--- src/rtl/peripheral_uart_rx_if.sv ---
// J1 I/O bus bundle shared by the UART receive peripheral and its host.
// The CPU side drives the strobes and write data, and the peripheral returns registered read data.
interface peripheral_uart_rx_if;
   logic [15:0] d_in;
   logic        cs;
   logic [3:0]  addr;
   logic        rd;
   logic        wr;
   logic [15:0] d_out;

   modport master (output d_in, output cs, output addr, output rd, output wr, input d_out);
   modport slave  (input d_in, input cs, input addr, input rd, input wr, output d_out);
endinterface

--- src/rtl/peripheral_uart_rx.sv ---
// 8N1 UART receiver with a small receive FIFO.
// STATUS, DATA and CTRL registers are reachable over the J1 I/O bus.
module peripheral_uart_rx #(
   parameter int CLKS_PER_BIT = 434,
   parameter int FIFO_DEPTH   = 4
) (
   input  logic                  i_clk,
   input  logic                  i_rst,
   peripheral_uart_rx_if.slave   io_bus,
   input  logic                  i_uart_rx,
   output logic                  o_rx_irq
);
   localparam int AW = $clog2(FIFO_DEPTH);
   localparam int TW = $clog2(CLKS_PER_BIT);

   localparam logic [1:0] S_IDLE  = 2'd0;
   localparam logic [1:0] S_START = 2'd1;
   localparam logic [1:0] S_DATA  = 2'd2;
   localparam logic [1:0] S_STOP  = 2'd3;

   localparam logic [TW-1:0] T_ONE   = TW'(1);
   localparam logic [TW-1:0] HALF_M1 = TW'(CLKS_PER_BIT / 2 - 1);
   localparam logic [TW-1:0] FULL_M1 = TW'(CLKS_PER_BIT - 1);
   localparam logic [AW:0]   P_ONE   = (AW + 1)'(1);

   logic          r_rx_meta;
   logic          r_rxs;
   logic [1:0]    r_sync_cnt;
   logic          r_armed;
   logic [1:0]    r_state;
   logic [TW-1:0] r_tcnt;
   logic [2:0]    r_bcnt;
   logic [7:0]    r_shreg;
   logic [7:0]    r_mem [FIFO_DEPTH];
   logic [AW:0]   r_wptr;
   logic [AW:0]   r_rptr;
   logic          r_overrun;
   logic          r_frame_err;
   logic          r_data_rd_d;
   logic [15:0]   r_d_out;
   logic          r_rx_irq;

   logic          w_tick_half;
   logic          w_tick_full;
   logic          w_stop_done;
   logic          w_push_req;
   logic          w_frame_bad;
   logic          w_full;
   logic          w_empty;
   logic          w_data_rd;
   logic          w_pop;
   logic          w_ctrl_wr;
   logic          w_flush;
   logic          w_push;
   logic          w_overrun_set;
   logic [15:0]   w_rd_data;
   logic          w_unused;

   assign w_tick_half   = (r_tcnt == HALF_M1);
   assign w_tick_full   = (r_tcnt == FULL_M1);
   assign w_stop_done   = (r_state == S_STOP) && w_tick_full;
   assign w_push_req    = w_stop_done && r_rxs;
   assign w_frame_bad   = w_stop_done && !r_rxs;

   assign w_empty       = (r_wptr == r_rptr);
   assign w_full        = (r_wptr[AW] != r_rptr[AW]) && (r_wptr[AW-1:0] == r_rptr[AW-1:0]);
   assign w_data_rd     = io_bus.cs && io_bus.rd && (io_bus.addr == 4'd2);
   assign w_pop         = w_data_rd && !r_data_rd_d && !w_empty;
   assign w_ctrl_wr     = io_bus.cs && io_bus.wr && !io_bus.rd && (io_bus.addr == 4'd4);
   assign w_flush       = w_ctrl_wr && io_bus.d_in[2];
   // A full FIFO still accepts the byte when a pop or flush frees room in the same cycle
   assign w_push        = w_push_req && (!w_full || w_pop || w_flush);
   assign w_overrun_set = w_push_req && !w_push;
   assign w_unused      = ^io_bus.d_in[15:3];

   assign io_bus.d_out  = r_d_out;
   assign o_rx_irq      = r_rx_irq;

   // Synchronizer; reception is armed only once the settled line has been seen idle
   always_ff @(posedge i_clk) begin
      if (i_rst) begin
         r_rx_meta  <= 1'b1;
         r_rxs      <= 1'b1;
         r_sync_cnt <= 2'd0;
         r_armed    <= 1'b0;
      end else begin
         r_rx_meta <= i_uart_rx;
         r_rxs     <= r_rx_meta;
         if (r_sync_cnt != 2'd2) r_sync_cnt <= r_sync_cnt + 2'd1;
         if ((r_sync_cnt == 2'd2) && r_rxs) r_armed <= 1'b1;
      end
   end

   // Receive FSM: mid-bit sampling timed from the start edge
   always_ff @(posedge i_clk) begin
      if (i_rst) begin
         r_state <= S_IDLE;
         r_tcnt  <= '0;
         r_bcnt  <= 3'd0;
         r_shreg <= 8'h00;
      end else begin
         case (r_state)
            S_IDLE: begin
               r_tcnt <= '0;
               r_bcnt <= 3'd0;
               if (r_armed && !r_rxs) r_state <= S_START;
            end
            S_START: begin
               if (w_tick_half) begin
                  r_tcnt  <= '0;
                  r_state <= r_rxs ? S_IDLE : S_DATA;
               end else begin
                  r_tcnt <= r_tcnt + T_ONE;
               end
            end
            S_DATA: begin
               if (w_tick_full) begin
                  r_tcnt  <= '0;
                  r_shreg <= {r_rxs, r_shreg[7:1]};
                  r_bcnt  <= r_bcnt + 3'd1;
                  if (r_bcnt == 3'd7) r_state <= S_STOP;
               end else begin
                  r_tcnt <= r_tcnt + T_ONE;
               end
            end
            S_STOP: begin
               if (w_tick_full) begin
                  r_tcnt  <= '0;
                  r_state <= S_IDLE;
               end else begin
                  r_tcnt <= r_tcnt + T_ONE;
               end
            end
            default: begin
               r_tcnt  <= '0;
               r_state <= S_IDLE;
            end
         endcase
      end
   end

   // FIFO storage; a flush moves the read pointer onto the pre-push write pointer
   always_ff @(posedge i_clk) begin
      if (i_rst) begin
         r_wptr <= '0;
         r_rptr <= '0;
         for (int i = 0; i < FIFO_DEPTH; i++) r_mem[i] <= 8'h00;
      end else begin
         if (w_push) begin
            r_mem[r_wptr[AW-1:0]] <= r_shreg;
            r_wptr                <= r_wptr + P_ONE;
         end
         if (w_flush)    r_rptr <= r_wptr;
         else if (w_pop) r_rptr <= r_rptr + P_ONE;
      end
   end

   // Read mux decode
   always_comb begin
      w_rd_data = 16'h0000;
      if (io_bus.cs && io_bus.rd) begin
         case (io_bus.addr)
            4'd0: w_rd_data = {12'h000, w_full, r_overrun, r_frame_err, !w_empty};
            4'd2: begin
               if (!w_empty) w_rd_data = {8'h00, r_mem[r_rptr[AW-1:0]]};
               else          w_rd_data = 16'h0000;
            end
            default: w_rd_data = 16'h0000;
         endcase
      end else begin
         w_rd_data = 16'h0000;
      end
   end

   // Bus-facing registers; a new error event wins over a clear in the same cycle
   always_ff @(posedge i_clk) begin
      if (i_rst) begin
         r_overrun   <= 1'b0;
         r_frame_err <= 1'b0;
         r_data_rd_d <= 1'b0;
         r_d_out     <= 16'h0000;
         r_rx_irq    <= 1'b0;
      end else begin
         if (w_overrun_set)                     r_overrun <= 1'b1;
         else if (w_ctrl_wr && io_bus.d_in[0])  r_overrun <= 1'b0;
         if (w_frame_bad)                       r_frame_err <= 1'b1;
         else if (w_ctrl_wr && io_bus.d_in[1])  r_frame_err <= 1'b0;
         r_data_rd_d <= w_data_rd;
         r_d_out     <= w_rd_data;
         r_rx_irq    <= !w_empty;
      end
   end
endmodule

--- src/flat_wrapper.sv ---
// flat-port wrapper written by rule: the top's interface ports become plain ports
module peripheral_uart_rx_flat 
#(
   parameter int CLKS_PER_BIT = 434,
   parameter int FIFO_DEPTH   = 4
)
  (i_clk, i_rst, i_uart_rx, o_rx_irq, io_bus_d_in, io_bus_cs, io_bus_addr, io_bus_rd, io_bus_wr, io_bus_d_out);
  peripheral_uart_rx_if io_bus_i ();
  input  logic i_clk;
  input  logic i_rst;
  input  logic i_uart_rx;
  output logic o_rx_irq;
  input wire logic [$bits(io_bus_i.d_in)-1:0] io_bus_d_in;
  input wire logic [$bits(io_bus_i.cs)-1:0] io_bus_cs;
  input wire logic [$bits(io_bus_i.addr)-1:0] io_bus_addr;
  input wire logic [$bits(io_bus_i.rd)-1:0] io_bus_rd;
  input wire logic [$bits(io_bus_i.wr)-1:0] io_bus_wr;
  output wire logic [$bits(io_bus_i.d_out)-1:0] io_bus_d_out;
  assign io_bus_i.d_in = io_bus_d_in;
  assign io_bus_i.cs = io_bus_cs;
  assign io_bus_i.addr = io_bus_addr;
  assign io_bus_i.rd = io_bus_rd;
  assign io_bus_i.wr = io_bus_wr;
  assign io_bus_d_out = io_bus_i.d_out;
  peripheral_uart_rx #(.CLKS_PER_BIT(CLKS_PER_BIT), .FIFO_DEPTH(FIFO_DEPTH)) u_core (.i_clk(i_clk), .i_rst(i_rst), .io_bus(io_bus_i), .i_uart_rx(i_uart_rx), .o_rx_irq(o_rx_irq));
endmodule
--- config.mk ---
export PLATFORM = sky130hd
export DESIGN_NAME = peripheral_uart_rx_flat
export DESIGN_NICKNAME = d
export VERILOG_FILES = /design/src/rtl/peripheral_uart_rx_if.sv /design/src/rtl/peripheral_uart_rx.sv /design/src/flat_wrapper.sv
export SDC_FILE = /design/constraint.sdc
export NUM_CORES = 1
export LEC_CHECK = 0
export CAP_MARGIN = 20
export CORE_MARGIN = 2
export CORE_UTILIZATION = 40
export DETAILED_ROUTE_END_ITERATION = 8
export GPL_TIMING_DRIVEN = 0
export SLEW_MARGIN = 20
export SYNTH_ARGS = -nofsm -noshare
export SYNTH_HDL_FRONTEND = slang
export SYNTH_SLANG_ARGS = --single-unit
--- constraint.sdc ---
create_clock -name i_clk -period 3.5 [get_ports i_clk]
set_clock_uncertainty 0.1 [all_clocks]
set_input_delay 0.7 -clock i_clk [delete_from_list [all_inputs] [get_ports i_clk]]
set_output_delay 0.7 -clock i_clk [all_outputs]
set_load 0.005 [all_outputs]
# Word-level counts from Yosys, hierarchy flattened
# Memories as Yosys holds them, arrays and structs flattened. A register that Yosys moved wholly into a read port is not among the register bits.
# Index checks and enable logic that the tools add are counted.
# op_classes
n_eq_ne,18
order_cmp,0
div,0
muxes,30
multipliers,0
add_sub_neg,5
shifts,0
reduce_logical,38
bitwise,1
# ops
op,n
$pmux 16 s2,1
$pmux 9 s3,1
$logic_and 1x1->1,18
$mux 2,9
$mux 9,2
$mux 8,2
$mux 1,10
$ne 2x1->1 const B,5
$add 3x1->3 const B,3
$add 9x1->9 const B,1
$eq 9x8->1 const B,1
$eq 9x9->1 const B,1
$mux 3,3
$pmux 2 s4,1
$reduce_bool 2->1,4
$reduce_or 8->1,1
$eq 2x2->1 const B,3
$logic_not 1->1,6
$pmux 3 s2,1
$reduce_and 5->1,1
$eq 4x2->1 const B,1
$eq 4x3->1 const B,1
$logic_not 4->1,1
$reduce_and 2->1,2
11 further kinds,13
# word_totals
inputBits,26
output_inout_bits,17
mem_bits_ro,0
latch_bits,0
elab_cells,108
ramBits,32
ff_bits,53
mem_count,1
# mem_list
memory,words,width,read_ports,rd_clocked_by_memory_dff,write_ports,line,text
u_core.r_mem,4,8,1,1,4,peripheral_uart_rx.sv:34,logic [7:0] r_mem [FIFO_DEPTH];

# Depth between registers and ports, before layout
# Gate-level depths: netlist of the first run.
# depth
depth_word,12
ltp_mapped,7

# Worst setup path before layout of the first run
# OpenSTA, ideal clock, no wires.
# synth_path
kind,input to register
startpoint,input port io_bus_addr[0]
endpoint,memory u_core.r_mem[0][0] (enable)
path_slack_ns,0.361
arrival_time_ns,2.653
setup_ns,0.387
path_buffers,0
path_stages,4
cell_sequence,or4b_4 > a311oi_4 > o31ai_4 > o31ai_1
# synth_rtl
element,line,text
"start, declared",flat_wrapper.sv:15,input wire logic [$bits(io_bus_i.addr)-1:0] io_bus_addr;
"end, declared",peripheral_uart_rx.sv:34,

==> summary.md, run 1 <==
| Metric | Value |
|---|---|
| Status | finished, final reports clean |
| Shortest period the worst path allows | 3.36 ns |
| Number of global-route vias before repair | 2354 |
| Die width | 99.2 um |
| Type of the worst setup path | input pin to register |
| Setup-failing EPs final | 0 |
| Critical Path Slowest Stage Cell | or4b_4 |
| Final non-filler cell total | 475 |
| Startpoint class of the critical path | input pin |
| Adder-cell area share of the yosys netlist | 0.0276 |
| CTS tree | done |
| Crit path launch | io_bus_addr[0] |
| Starting Density | 0.414 |
| Worst path cell trace | clkdlybuf4s50_1 -> or4b_4 -> a311oi_4 -> o31ai_4 -> buf_6 -> o21ai_2 |
| I/O Buffers | 21 |
| Routability congestion estimate | 0.778 |
| FP Rows | 34 |
| Post-DP HPWL | 5100 um |
| Core area | 8760 um2 |
| First-pass GRT wire length | 11800 um |
| Synthesis-stage register bit count | 79 |
| Worst r2r src | u_core.r_wptr[0] |
| Multiplexer area fraction after synthesis | 0.0834 |
| Simple-gate share of the synthesized area | 0.199 |
| Slew Viols, Final | 0 |
| Synthesized area | 3630 um2 |
| # diodes | 0 |
| Wirelength per Cell | 15.1 um |
| Worst min-delay path endpoint | u_core.r_rxs |
| Crit path max-delay family | compound AO/OA/AOI/OAI gates |
| Die area | 9850 um2 |
| Slowest stage delay, CP | 0.59 ns |
| I/O pins | 43 |
| Post-synthesis sequential area ratio | 0.524 |
| Post-synth cell types | 56 |
| Unrepaired setup endpoints after global routing | false |
| Max cap viols | 0 |
| VDD IR max | 0.146 mV |
| Post-synthesis compound-gate area fraction | 0.0828 |
| Max Fclk | 0.298 GHz |
| WL final | 7180 um |
| Synth Warn # | 0 |
| Initial DRC Count | 100 |
| Hold Crit Start | u_core.r_rx_meta |
| CTS sink count | 79 |
| Final-report hold violation count | 0 |
| Final period util | 0.959 |
| Max H-tree Level | 3 |
| Async SR Flop Fraction | 0 |
| DR DRC count | 0 |
| Largest net degree at the start of global routing | 17 |
| Share of layout cells above drive strength 1 | 0.147 |
| Final setup TNS | 0 ns |
| Vias per cell | 5.17 |
| Clock-pin slew on the worst setup and hold paths | 0.10 ns |
| Post-route ant nets | 0 |
| Leakage dissipation | 1.38 nW |
| Post-synthesis average cell area | 11.2 um2 |
| Power Density | 419 nW/um2 |
| Cells after synthesis | 323 |
| CTS root buffer | clkbuf_8 |
| CTS Hold Buffers Added | 0 |
| Initial DRT Pass Iterations | 4 |
| Initial antenna violation count | 0 |
| Worst skew pair latency | 0.36 ns |
| Cells on worst reg2reg path | 5 |
| Number of CTS-inserted buffers | 9 |
| All-Layer GR Usage | 0.154 |
| Clock buffer depth | 2 |
| Die height | 99.2 um |
| Grt total ovfl | 0 |
| Worst EP required | 3.39 ns |
| Synth Flop Type | dfxtp_1 |
| DR vias | 2455 |
| Largest family of logic cells by synthesized area | simple AND/OR/NAND/NOR gates |
| Internal reg-to-reg setup slack | 0.55 ns |
| Post-synth EDFFs | 32 |
| Relative slew slack | 0.455 |
| Xor and xnor area share after synthesis | 0.0314 |
| Final #Nets | 396 |
| CP Capture Type | register |
| Hold path depth | 1 |
| Placed cells | 459 |
| Crit path DAT | 3.24 ns |
| Worst-Margin Slew | 0.816 ns |
| RR Endpoint | u_core.r_mem[2][3] |
| Crit path max fanout | 10 |
| Fin Hold WS | 0.322 ns |
| Area Growth Syn to Fin | 15.7% |
| Hold Crit Class | register to register |
| Crit path buf inv count | 2 |
## how the worst max path moves through the flow
stage / slack, ns / cells past startpoint / to
6_report: 0.14 / 6 / u_core.r_mem[3][1]
5_1_grt: 0.03 / 6 / u_core.r_mem[3][1]
4_1_cts: 0.07 / 5 / u_core.r_mem[0][1]
3_5_place_dp: -0.31 / 5 / u_core.r_mem[0][6]
3_3_place_gp: -0.66 / 5 / u_core.r_mem[0][7]
2_1_floorplan: 0.36 / 4 / u_core.r_mem[0][0]
## routing by layer
layer  share of wire  track usage  vias up  wire length (um)
met5               0            0        -                 0
met3           0.046       0.0401        8               329
met1            0.45        0.191     1164              3210
li1                -            -     1235                 -
met2            0.49        0.262       48              3550
met4           0.012       0.0516        0                86
## placed cells by master, fill, tap and decap left out, types with 3 or more instances in the layout
cell type,synthesis,routed
xnor2_1,9,9
mux4_2,8,8
dfxtp_1,47,47
nor3_1,3,3
mux2i_1,10,10
nand3_1,5,5
and4b_1,3,3
nand3b_1,3,3
nand4b_1,3,3
nor2_1,57,57
nor4_4,3,3
buf_4,8,8
o21ai_0,6,6
a21oi_1,10,10
inv_1,12,12
clkdlybuf4s50_1,0,21
clkbuf_1,7,7
inv_6,0,3
xor2_1,4,4
nand2_1,19,19
edfxtp_1,32,32
conb_1,1,8
nor4_1,10,10
ha_1,8,8
nor2b_1,9,9
clkbuf_8,2,11
and3_1,3,3
## stage by stage
| step | area (um2) | util | total power (W) | setup slack [ns] |
|---|---|---|---|---|
| floorplan | 3650 | - | 0.00110 | 0.361 |
| global placement | 4000 | 0.456 | 0.00113 | -0.656 |
| detailed placement | 4010 | 0.457 | 0.00114 | -0.310 |
| CTS | 4190 | 0.478 | 0.00177 | 0.0680 |
| global route | 4200 | 0.479 | 0.00183 | 0.0266 |
| finish | 4200 | 0.479 | 0.00176 | 0.145 |
## cell type report
| type | count | area [um2] |
|---|---|---|
| clock inverter | 7 | 61.3 |
| tap | 108 | 135 |
| fill | 798 | 4560 |
| timing repair buffer | 21 | 210 |
| clock buffer | 9 | 124 |
| inverter | 12 | 45.0 |
| multi-input combinational | 218 | 1580 |
| buffer | 21 | 138 |
| sequential | 79 | 1900 |
## Yosys cell counts, types with 6 or more instances
cell type	instances	share of area
clkbuf_1	7	0.0072
edfxtp_1	32	0.26
nor4_1	10	0.017
ha_1	8	0.028
buf_4	8	0.017
nand2_1	19	0.020
mux2i_1	10	0.028
mux4_2	8	0.050
nor2b_1	9	0.016
inv_1	12	0.012
nor2_1	57	0.059
xnor2_1	9	0.022
o21ai_0	6	0.0083
a21oi_1	10	0.014
dfxtp_1	47	0.26
## power breakdown
part / internal [W] / switching (W) / total [W]
Combinational: 0.0000542 / 0.0000559 / 0.000110
Clock: 0.000271 / 0.000373 / 0.000644
Sequential: 0.000990 / 0.0000148 / 0.00100
## registers in the layout (all words and copies together) (netlist names), named ones only
register	count
u_core.r_overrun	1
u_core.r_rxs	1
u_core.r_rx_meta	1
u_core.r_frame_err	1
u_core.r_mem	32
u_core.r_armed	1
u_core.io_bus.d_out	8
u_core.r_shreg	8
u_core.r_sync_cnt	2
u_core.r_bcnt	3
u_core.r_wptr	3
u_core.r_state	1
u_core.r_rptr	3
u_core.o_rx_irq	1
u_core.r_data_rd_d	1
u_core.r_tcnt	9
## cell families after synthesis
family,after synthesis
adder cells (fa/ha/maj),8
buffers and inverters,33
AO/OA/AOI/OAI,37
multiplexers,20
flip-flops,79
XOR/XNOR,13
other,1
AND/OR/NAND/NOR,132
## repair_timing
action / in CTS / in global routing
gates resized for setup: 0 / 1
buffers inserted: 0 / 0
setup endpoints to repair: 0 / 8
Power figures use the tool's default switching activity.
==> run 2: changes to the inputs <==
--- a/config.mk
+++ b/config.mk
@@ -8,6 +8,7 @@
 export CAP_MARGIN = 20
 export CORE_MARGIN = 2
 export CORE_UTILIZATION = 40
+export CTS_CLUSTER_SIZE = 10
 export DETAILED_ROUTE_END_ITERATION = 8
 export GPL_TIMING_DRIVEN = 0
 export SLEW_MARGIN = 20
==> results of run 2 <==
The final DEF is identical to that of run 1; final timing and power are the same.
